<file path="src/rtl/pipe_pkg.sv">
// Shared definitions for the pipelined CPU fetch stage: next-PC select codes,
// the bubble instruction and the fetch FSM states.
package pipe_pkg;

  localparam logic [1:0] PCS_PC4 = 2'b00;
  localparam logic [1:0] PCS_BR  = 2'b01;
  localparam logic [1:0] PCS_JR  = 2'b10;
  localparam logic [1:0] PCS_J   = 2'b11;

  localparam logic [31:0] NOP_INST = 32'h0000_0000;

  typedef enum logic [1:0] {
    S_IDLE = 2'b00,
    S_REQ  = 2'b01,
    S_FULL = 2'b10
  } fetch_state_t;

  function automatic logic [31:0] pc_plus4(input logic [31:0] pc);
    pc_plus4 = pc + 32'd4;
  endfunction

endpackage

</file>
<file path="src/rtl/pipe_fetch_mux4x32.sv">
// 4-to-1 32-bit multiplexer used for next-PC selection.
module mux4x32
  import pipe_pkg::*;
(
  input  logic [31:0] a0,
  input  logic [31:0] a1,
  input  logic [31:0] a2,
  input  logic [31:0] a3,
  input  logic [1:0]  s,
  output logic [31:0] y
);

  // select one of the four inputs
  always_comb begin
    case (s)
      PCS_PC4: y = a0;
      PCS_BR:  y = a1;
      PCS_JR:  y = a2;
      PCS_J:   y = a3;
      default: y = a0;
    endcase
  end

endmodule

</file>
<file path="src/rtl/pipe_fetch.sv">
// Instruction fetch stage with IF/ID register and variable-latency imem handshake.
// Optional macro PIPE_FLUSH_EN: squash the word after a redirect instead of keeping a delay slot.
module pipe_fetch
  import pipe_pkg::*;
#(
  parameter logic [31:0] RESET_PC = 32'h0000_0000
) (
  input  logic        clock,
  input  logic        reset,
  input  logic        wpcir,
  input  logic [1:0]  pcsource,
  input  logic [31:0] bpc,
  input  logic [31:0] rpc,
  input  logic [31:0] jpc,
  input  logic        imem_ack,
  input  logic [31:0] imem_rdata,
  output logic        imem_req,
  output logic [31:0] imem_addr,
  output logic [31:0] inst,
  output logic [31:0] dpc4,
  output logic        dvalid
);

  fetch_state_t state_r, state_nx_s;
  logic [31:0]  pc_r, pc_nx_s;
  logic         req_r, req_nx_s;
  logic [31:0]  buf_r, buf_nx_s;
  logic         pend_valid_r, pend_valid_nx_s;
  logic [31:0]  pend_target_r, pend_target_nx_s;
  logic [31:0]  inst_r, inst_nx_s;
  logic [31:0]  dpc4_r, dpc4_nx_s;
  logic         dvalid_r, dvalid_nx_s;

  logic [31:0]  pc4_s;
  logic [31:0]  sel_target_s;
  logic         word_avail_s;
  logic [31:0]  word_s;
  logic         xfer_s;
  logic         redirect_s;

  assign pc4_s        = pc_plus4(pc_r);
  assign word_avail_s = ((state_r == S_REQ) && imem_ack) || (state_r == S_FULL);
  assign word_s       = (state_r == S_FULL) ? buf_r : imem_rdata;
  assign xfer_s       = wpcir && word_avail_s;
  assign redirect_s   = dvalid_r && (pcsource != PCS_PC4);

  mux4x32 u_npc_mux (
    .a0 (pc4_s),
    .a1 (bpc),
    .a2 (rpc),
    .a3 (jpc),
    .s  (pcsource),
    .y  (sel_target_s)
  );

  // fetch FSM: request sequencing and holding buffer
  always_comb begin
    state_nx_s = state_r;
    req_nx_s   = req_r;
    buf_nx_s   = buf_r;
    case (state_r)
      S_IDLE: begin
        state_nx_s = S_REQ;
        req_nx_s   = 1'b1;
      end
      S_REQ: begin
        if (imem_ack && !wpcir) begin
          state_nx_s = S_FULL;
          req_nx_s   = 1'b0;
          buf_nx_s   = imem_rdata;
        end else begin
          state_nx_s = S_REQ;
          req_nx_s   = 1'b1;
        end
      end
      S_FULL: begin
        if (wpcir) begin
          state_nx_s = S_REQ;
          req_nx_s   = 1'b1;
        end else begin
          state_nx_s = S_FULL;
          req_nx_s   = 1'b0;
        end
      end
      default: begin
        state_nx_s = S_IDLE;
        req_nx_s   = 1'b0;
      end
    endcase
  end

  // PC, IF/ID and pending-redirect update; everything freezes while decode stalls
  always_comb begin
    pc_nx_s          = pc_r;
    inst_nx_s        = inst_r;
    dpc4_nx_s        = dpc4_r;
    dvalid_nx_s      = dvalid_r;
    pend_valid_nx_s  = pend_valid_r;
    pend_target_nx_s = pend_target_r;
    if (wpcir) begin
      if (xfer_s) begin
        pend_valid_nx_s = 1'b0;
        if (pend_valid_r) begin
          pc_nx_s = pend_target_r;
        end else if (redirect_s) begin
          pc_nx_s = sel_target_s;
        end else begin
          pc_nx_s = pc4_s;
        end
`ifdef PIPE_FLUSH_EN
        if (pend_valid_r || redirect_s) begin
          inst_nx_s   = NOP_INST;
          dvalid_nx_s = 1'b0;
        end else begin
          inst_nx_s   = word_s;
          dpc4_nx_s   = pc4_s;
          dvalid_nx_s = 1'b1;
        end
`else
        inst_nx_s   = word_s;
        dpc4_nx_s   = pc4_s;
        dvalid_nx_s = 1'b1;
`endif
      end else begin
        inst_nx_s   = NOP_INST;
        dvalid_nx_s = 1'b0;
        // the branch leaves decode now, so its target must survive until the next word
        if (redirect_s) begin
          pend_valid_nx_s  = 1'b1;
          pend_target_nx_s = sel_target_s;
        end else begin
          pend_valid_nx_s  = pend_valid_r;
        end
      end
    end else begin
      pc_nx_s = pc_r;
    end
  end

  // state and pipeline registers
  always_ff @(posedge clock or posedge reset) begin
    if (reset) begin
      state_r       <= S_IDLE;
      pc_r          <= RESET_PC;
      req_r         <= 1'b0;
      buf_r         <= 32'h0000_0000;
      pend_valid_r  <= 1'b0;
      pend_target_r <= 32'h0000_0000;
      inst_r        <= NOP_INST;
      dpc4_r        <= 32'h0000_0000;
      dvalid_r      <= 1'b0;
    end else begin
      state_r       <= state_nx_s;
      pc_r          <= pc_nx_s;
      req_r         <= req_nx_s;
      buf_r         <= buf_nx_s;
      pend_valid_r  <= pend_valid_nx_s;
      pend_target_r <= pend_target_nx_s;
      inst_r        <= inst_nx_s;
      dpc4_r        <= dpc4_nx_s;
      dvalid_r      <= dvalid_nx_s;
    end
  end

  assign imem_req  = req_r;
  assign imem_addr = pc_r;
  assign inst      = inst_r;
  assign dpc4      = dpc4_r;
  assign dvalid    = dvalid_r;

endmodule
</file>
<file path="config.mk">
export PLATFORM = sky130hd
export DESIGN_NAME = pipe_fetch
export DESIGN_NICKNAME = d
export VERILOG_FILES = /design/src/rtl/pipe_pkg.sv /design/src/rtl/pipe_fetch_mux4x32.sv /design/src/rtl/pipe_fetch.sv
export SDC_FILE = /design/constraint.sdc
export NUM_CORES = 1
export LEC_CHECK = 0
export CAP_MARGIN = 20
export CORE_ASPECT_RATIO = 1.1
export CORE_MARGIN = 2
export CORE_UTILIZATION = 45
export DETAILED_ROUTE_END_ITERATION = 8
export GPL_ROUTABILITY_DRIVEN = 0
export PLACE_DENSITY = 0.8
export SYNTH_ARGS = -nofsm -noshare
export SYNTH_HDL_FRONTEND = slang
export SYNTH_SLANG_ARGS = --single-unit
</file>
<file path="constraint.sdc">
create_clock -name clock -period 7.35 [get_ports clock]
set_clock_uncertainty 0.15 [all_clocks]
set_input_delay 2.205 -clock clock [delete_from_list [all_inputs] [get_ports clock]]
set_output_delay 2.205 -clock clock [all_outputs]
set_load 0.05 [all_outputs]
</file>
After elaboration in Yosys (flattened, before gate mapping)
Cells that the tools add are included.

operators by class
  add/subtract/negate cells = 1
  eq/ne operators = 5
  multiplexer cells = 14
  bitwise logic cells = 1
  reduce and logical (&&, ||, !) cells = 14

operators with widths
  kind                                                                    count
  32-bit two-way mux                                                      4
  32-bit one-hot mux with 4 select lines                                  1
  32-bit by 3-bit adder with 32-bit output (second input constant)        1
  2-bit equality test (second input constant)                             3
  2-bit one-hot mux with 3 select lines                                   1
  2-bit AND reduction                                                     3
  1-bit two-way mux                                                       5
  2-bit by 1-bit equality test with 1-bit output (second input constant)  2
  1-bit logical AND                                                       4
  2-bit logical NOT                                                       2
  2-bit two-way mux                                                       2
  2-bit nonzero test                                                      2
  1-bit one-hot mux with 3 select lines                                   1
  3-bit AND reduction                                                     1
  1-bit logical NOT                                                       1
  1-bit logical OR                                                        1
  1-bit NOT                                                               1

storage, ports and cells
  register bits = 165
  bits of input ports = 134
  output and inout port bits = 98
  logic and storage cells = 44

Logic depth before layout (Yosys ltp)
Gate-level depths: netlist of run 1.

  word-level depth = 6
  depth in mapped cells = 8
  gate-level depth less buffers = 6

Cells and area by module
From an unflattened synthesis of run 1, not the netlist that was laid out.

unflattened totals
  cell total of the unflattened synthesis = 819
  area, all modules = 9123.8 µm²

modules (own cells, without submodules)
  module      instances  cells each  area an instance (µm²)  sequential area each (µm²)
  pipe_fetch  1          780         8309.2                  4103.9
  mux4x32     1          39          814.5                   0.0

Worst setup path after synthesis of run 1
No wires, ideal clock.

  path kind = in2reg
  start point = in imem_ack
  end point = reg buf_r[0]
  library setup time = 0.125 ns
  arrival time = 3.428 ns
  slack = 3.647 ns
  stages on the path = 6
  buffers on the path = 3
  cells stage by stage = and3b_1 clkbuf_1 and2_1 clkbuf_1 buf_2 mux2_2

on the way
  word-level cells in the longest chain between the ends = 2

RTL lines
  item                           line               source
  from (decl)                    pipe_fetch.sv:15   input logic imem_ack,
  1-bit logical AND              pipe_fetch.sv:67   if (imem_ack && !wpcir) begin
  2-bit AND reduction (no line)  -
  to (signal assigned)           pipe_fetch.sv:156  buf_r <= buf_nx_s;
  to (decl)                      pipe_fetch.sv:27   logic [31:0] buf_r, buf_nx_s;

No other way between the ends.
A chain may end at the register's enable or synchronous reset.

Worst setup path in the final report of run 1
  start point = in imem_ack
  end point = reg pc_r[31], in the netlist imem_addr[31]

on the way
  word-level cells in the longest chain between the ends = 4

RTL lines
  item                           line               source
  1-bit logical AND              pipe_fetch.sv:42   assign word_avail_s = ((state_r == S_REQ) && imem_ack) || (state_r == S_FULL);
  1-bit logical OR               pipe_fetch.sv:42
  1-bit logical AND              pipe_fetch.sv:44   assign xfer_s = wpcir && word_avail_s;
  2-bit AND reduction (no line)  -
  to (signal assigned)           pipe_fetch.sv:154  pc_r <= pc_nx_s;
  to (decl)                      pipe_fetch.sv:25   logic [31:0] pc_r, pc_nx_s;

No other way between the ends.

==> metrics, run 1 <==
area delta synth->final=35.32%; post-synth top area cell=dfrtp_1; Max-Cap Viols=0; predominant post-synthesis flop cell=dfrtp_1; max-slew violations=0; sequential group share of total power=35.4%; num rows=52; most instantiated cells after synthesis=dfrtp_1, nand2_1, o21ai_0, mux2_2, nor2_1; endpoints failing hold=0; status=finished, final reports clean; Clock Latency Late Sink=430 ps; worst slew pin tran=1060 ps; DIE AREA=20180 um2; worst setup path category=primary input to flop; number of fill cells in the layout=1564; via count=7553; arrival time worst endpoint=4670 ps; final setup margin=2897 ps; Final Non-Filler Cells=1298; vias in the first global route=7585; GR peak layer=met2; Peak VDD IR=0.2555 mV; clock buffer count from CTS=17; DR pass1 iterations=7; aggregate global-route resource usage=25.04%; Avg Vias per Cell=5.819; post-synthesis sequential area ratio=47.86%; grt ovf=0; remaining antenna violation count after routing=0; core area=18540 um2; Layout Nets=1179; first-pass GRT wire length=39500 um; First DRT Iteration DRCs=593; largest net degree at the start of global routing=77; clock share of power=20.5%; CTS Buffer Depth=2; DP Cell Count=1268; DP Worst Slack=2508 ps; Routed WL=24720 um; Critical Path Fanout Max=25; combinational power share=44.1%; Resize count post-CTS=0; CTS H-Tree Depth=4; Mapped Cells=849; ANT cells=0; Worst EP required=7560 ps; cts hold-fix bufs=0; Yosys reg bits=164; Yosys top cell area share=47.86%; die height=148.8 um; antenna violations before repair=1; fin util=62.58%; count leader, synth=dfrtp_1; CP Cell Sequence=clkdlybuf4s50_1 -> and3b_1 -> o21a_1 -> buf_4 -> nand2_1 -> nor4_1 -> a211o_1; Sw Share=43.21%; post-CTS setup buffers=0; Fin Setup TNS=0 ps; routed length per instance=19.05 um; Area contributors post-synth=dfrtp_1, mux2_2, mux2i_1, nand2_1, o21ai_0; Seq. cell area=4104 um2; syn nets=984; Psw=1.916 mW; Slew Limit Headroom=29.34%; Internal Pwr Total=2.517 mW; slowest CP cell=o21a_1; leak pwr=4.850 nW; CTS Root Cell=clkbuf_16; type of destination of the critical path=flop; pwr dens=382.0 nW/um2; CTS Sinks=164; FFs w/ async S/R, synth=100.0%; Yosys cell types=66; number of synthesis warnings=0; Post-synth EDFFs=0; post-route minimum period=4453 ps; DPL Wire Length=17240 um; crit-path max cell delay=740 ps; CTS tree=built; Hold Path Class=flop to flop; met1 Resource Use GR=31.14%; RSZ-0062 raised after global routing=false; Worst setup SP type=primary input; final worst-path cycle share=60.59%; I/O pin count=232; Power Total=4.433 mW; ratio of cells with drive above 1 in the final layout=11.28%; Finish-stage setup viols=0; area of the multi-input gates=4155 um2; initial core utilization=46.25%; Synth Cell Area=8576 um2; highest clock rate=0.2245 GHz; met3 Use GR=6.422%; DR DRC count=0; GR Layer Usage met2=42.17%; Clock Pin Slew Worst Setup and Hold Paths=60 ps; I/O Buffers=231; Die Wd=135.6 um; syn_area_per_cell=10.10 um2
==> metrics by stage <==
stage / area, um2 / hold WS [ps]
detailed placement: 11010 / 311.5
floorplan: 8576 / 294.7
finish: 11600 / 322.7
global route: 11600 / 349.5
global placement: 11010 / 307.8
CTS: 11600 / 327.1
==> registers in the layout (all words and copies together), names as in the netlist <==
name	cells
dpc4	32
pend_target_r	32
pend_valid_r	1
imem_addr	32
state_r	2
inst	32
dvalid	1
buf_r	32
==> cells by family (layout without fill, tap and decap cells) <==
group | after synthesis | count (layout) | share of synthesized area [%]
buf+inv | 78 | 284 | 4.042
mux | 101 | 101 | 12.87
fa+ha+maj | 1 | 1 | 0.1459
xor+xnor | 28 | 28 | 2.860
flops | 164 | 164 | 47.86
simple gates | 234 | 234 | 13.41
compound gates | 243 | 243 | 18.82
==> final cells by class <==
type | count | share of cell area [%]
multi-input cells | 607 | 35.81
clock buffers | 22 | 4.000
inverters | 8 | 0.3019
clock inverters | 8 | 1.100
well taps | 243 | 2.620
repair buffers | 246 | 20.81
flip-flops and latches | 164 | 35.36
==> cell usage in the layout, fill, tap and decap left out, drive strengths merged, types with 4 or more instances in the layout <==
cell and count:
o311ai 4, o21ai 63, o21bai 4, a222oi 4, xor2 11, mux2 54, nor2 54, clkdlybuf4s50 229
a21o 35, buf 17, a311oi 4, nor4 5, nand2 88, a32oi 5, xnor2 17, mux2i 45
o22a 8, and3 12, a21oi 42, o31ai 4, dfrtp 164, inv 8, a31oi 4, o22ai 12
a22oi 19, nand3 10, o21a 10, nand4 10, a211oi 4, nor3 39, clkbuf 22
==> path summary, 6_finish.rpt <==
path / startpoint / endpoint / slack (ps) / cells past startpoint
worst min register to register: dpc4[1] / dpc4[1] / 320 / 2
worst max-delay path: imem_ack / imem_addr[31] / 2900 / 7
worst min-delay path: dpc4[1] / dpc4[1] / 320 / 2
min in group asynchronous: reset / inst[1] / 2110 / 2
max in group asynchronous: reset / dpc4[17] / 3700 / 3
worst max register to register: state_r[0] / imem_addr[18] / 4680 / 6
==> metal layers <==
layer / routed length, um / share of wire (%)
met2: 12230 / 49
met4: 626 / 2.5
met3: 2063 / 8.3
met5: 13 / 0.053
met1: 9785 / 40
==> worst max-delay path, delay by kind of cell <==
| kind | cells | cell delay [ps] |
|---|---|---|
| compound gates | 2 | 890 |
| buf+inv | 2 | 800 |
| simple gates | 3 | 760 |
==> power groups by stage <==
stage | logic [mW] | registers, mW | clock network (mW)
2_1_floorplan | 0.697 | 2.13 | 0
3_3_place_gp | 1.92 | 1.56 | 0
6_report | 1.96 | 1.57 | 0.909
5_1_grt | 2.08 | 1.61 | 0.962
3_5_place_dp | 1.95 | 1.57 | 0
4_1_cts | 1.96 | 1.56 | 0.915
(Power assumes the default switching activity.)
==> run 2, diff against run 1 <==
--- a/config.mk
+++ b/config.mk
@@ -8,10 +8,10 @@
 export CAP_MARGIN = 20
 export CORE_ASPECT_RATIO = 1.1
 export CORE_MARGIN = 2
-export CORE_UTILIZATION = 45
+export CORE_UTILIZATION = 44
 export DETAILED_ROUTE_END_ITERATION = 8
 export GPL_ROUTABILITY_DRIVEN = 0
-export PLACE_DENSITY = 0.8
+export PLACE_DENSITY = 0.82
 export SYNTH_ARGS = -nofsm -noshare
 export SYNTH_HDL_FRONTEND = slang
 export SYNTH_SLANG_ARGS = --single-unit
==> constraint.sdc (replaced) <==
create_clock -name clock -period 3.6 [get_ports clock]
set_clock_uncertainty 0.15 [all_clocks]
set_input_delay 1.08 -clock clock [delete_from_list [all_inputs] [get_ports clock]]
set_output_delay 1.08 -clock clock [all_outputs]
set_load 0.05 [all_outputs]
==> run 2 against run 1 <==
Compared with the run above:
- routed wire length rose by 0.87%
- first-iteration DRC count is 9.6% higher
- utilization down 0.78 points
- critical path depth down 6
- flip-flop and latch count stayed put
- sequential share of layout area decreased by 0.60 points
- cell area is 1.7% higher
- largest cell class unchanged
- highest routed layer is now met4
==> metrics, run 2 (synthesized netlist as in run 1, its figures left out) <==
grt ovf=0; leak pwr=4.951 nW; DR pass1 iterations=5; Critical Path Fanout Max=9; area delta synth->final=37.64%; final worst-path cycle share=86.04%; Clock Latency Late Sink=420 ps; first-pass GRT wire length=38960 um; Power Total=9.114 mW; most common cell after layout, fill and taps aside=clkdlybuf4s50_1; Finish-stage setup viols=0; initial core utilization=44.90%; Clock Pin Slew Worst Setup and Hold Paths=70 ps; via count=7617; die height=150.4 um; highest clock rate=0.3229 GHz; Layout Nets=1194; Seq. cell area=4104 um2; antenna violations before repair=1; endpoints failing hold=0; Die Wd=137.1 um; First DRT Iteration DRCs=650; remaining antenna violation count after routing=0; clock buffer count from CTS=17; status=finished, final reports clean; I/O pin count=232; DIE AREA=20620 um2; pwr dens=772.1 nW/um2; type of destination of the critical path=primary output; CTS tree=built; most frequent cells in the layout=clkdlybuf4s50_1, dfrtp_1, nand2_1; Max-Cap Viols=0; post-route minimum period=3097 ps; I/O Buffers=231; CTS Root Cell=clkbuf_16; number of fill cells in the layout=1550; max-slew violations=0; worst setup path category=flop to primary output; routed length per instance=18.89 um; Worst setup SP type=flop; CTS Buffer Depth=2; largest net degree at the start of global routing=63; Slew Limit Headroom=57.12%; cts hold-fix bufs=0; Routed WL=24940 um; CTS H-Tree Depth=4; fin util=61.81%; ratio of cells with drive above 1 in the final layout=12.97%; CTS Sinks=164; Avg Vias per Cell=5.770; CP Buf/Inv Count=1; post-CTS setup buffers=0; Resize count post-CTS=0; Hold Path Class=flop to flop; DPL Wire Length=18040 um; Worst EP required=2370 ps; Peak VDD IR=0.6053 mV; vias in the first global route=7537; DP Cell Count=1287; Fin Setup TNS=0 ps; Final Non-Filler Cells=1320; worst slew pin tran=641.5 ps; slowest CP cell=clkdlybuf4s50_1; core area=19100 um2; RSZ-0062 raised after global routing=false; CP Cell Sequence=clkdlybuf4s50_1; crit-path max cell delay=920 ps; arrival time worst endpoint=1870 ps; num rows=53; crit-path leading delay family=buffers and inverters; area of the multi-input gates=4155 um2; aggregate global-route resource usage=24.32%; DR DRC count=0
run 2: stage by stage:
step / instance area (um2) / worst slack, ps / hold slack [ps]
detailed placement: 11200 / 435.1 / 315.8
global placement: 11200 / 448.4 / 307.5
global route: 11800 / 407.3 / 349.5
finish: 11800 / 502.6 / 326.7
CTS: 11800 / 486.0 / 331.9
floorplan: 8579 / 285.2 / 294.7
run 2: cell type report:
type	instances	area share, %
Multi-Input combinational cell	607	35.20
Sequential cell	164	34.77
Timing Repair Buffer	261	22.05
Clock buffer	20	3.954
Tap cell	247	2.618
Clock inverter	12	1.102
Inverter	8	0.2862
Antenna cell	1	0.02120
run 2: report_power, final:
part	switching (mW)	leakage, nW	internal (mW)
Clock	0.767	0.292	1.08
Combinational	2.53	2.66	1.53
Sequential	0.683	2.00	2.53
Total	3.98	4.95	5.13
run 2: worst paths after layout:
| kind | slack (ps) | end | start | cells past startpoint |
|---|---|---|---|---|
| worst max-delay path | 500 | dvalid | dvalid | 1 |
| worst min-delay path | 330 | dpc4[6] | dpc4[6] | 2 |
| worst max register to register | 1180 | imem_addr[23] | imem_addr[5] | 5 |
| worst min register to register | 330 | dpc4[6] | dpc4[6] | 2 |
| max in group asynchronous | 1610 | dpc4[9] | reset | 3 |
| min in group asynchronous | 940 | inst[1] | reset | 2 |
run 2: metal layers:
layer / routed length, um / up-vias / track usage (%) / part of all wire (%)
met5: 0 / - / 0 / 0
met3: 2146 / 56 / 6.734 / 8.6
met2: 12350 / 343 / 41.39 / 50
li1: - / 3516 / - / -
met4: 649 / 0 / 8.144 / 2.6
met1: 9788 / 3702 / 29.70 / 39
run 2: tightest hold or removal path, delay by kind of cell, from the launching register on:
family,cells,cell delay (ps)
AO/OA/AOI/OAI,1,60
flip-flops,1,340
AND/OR/NAND/NOR,1,40
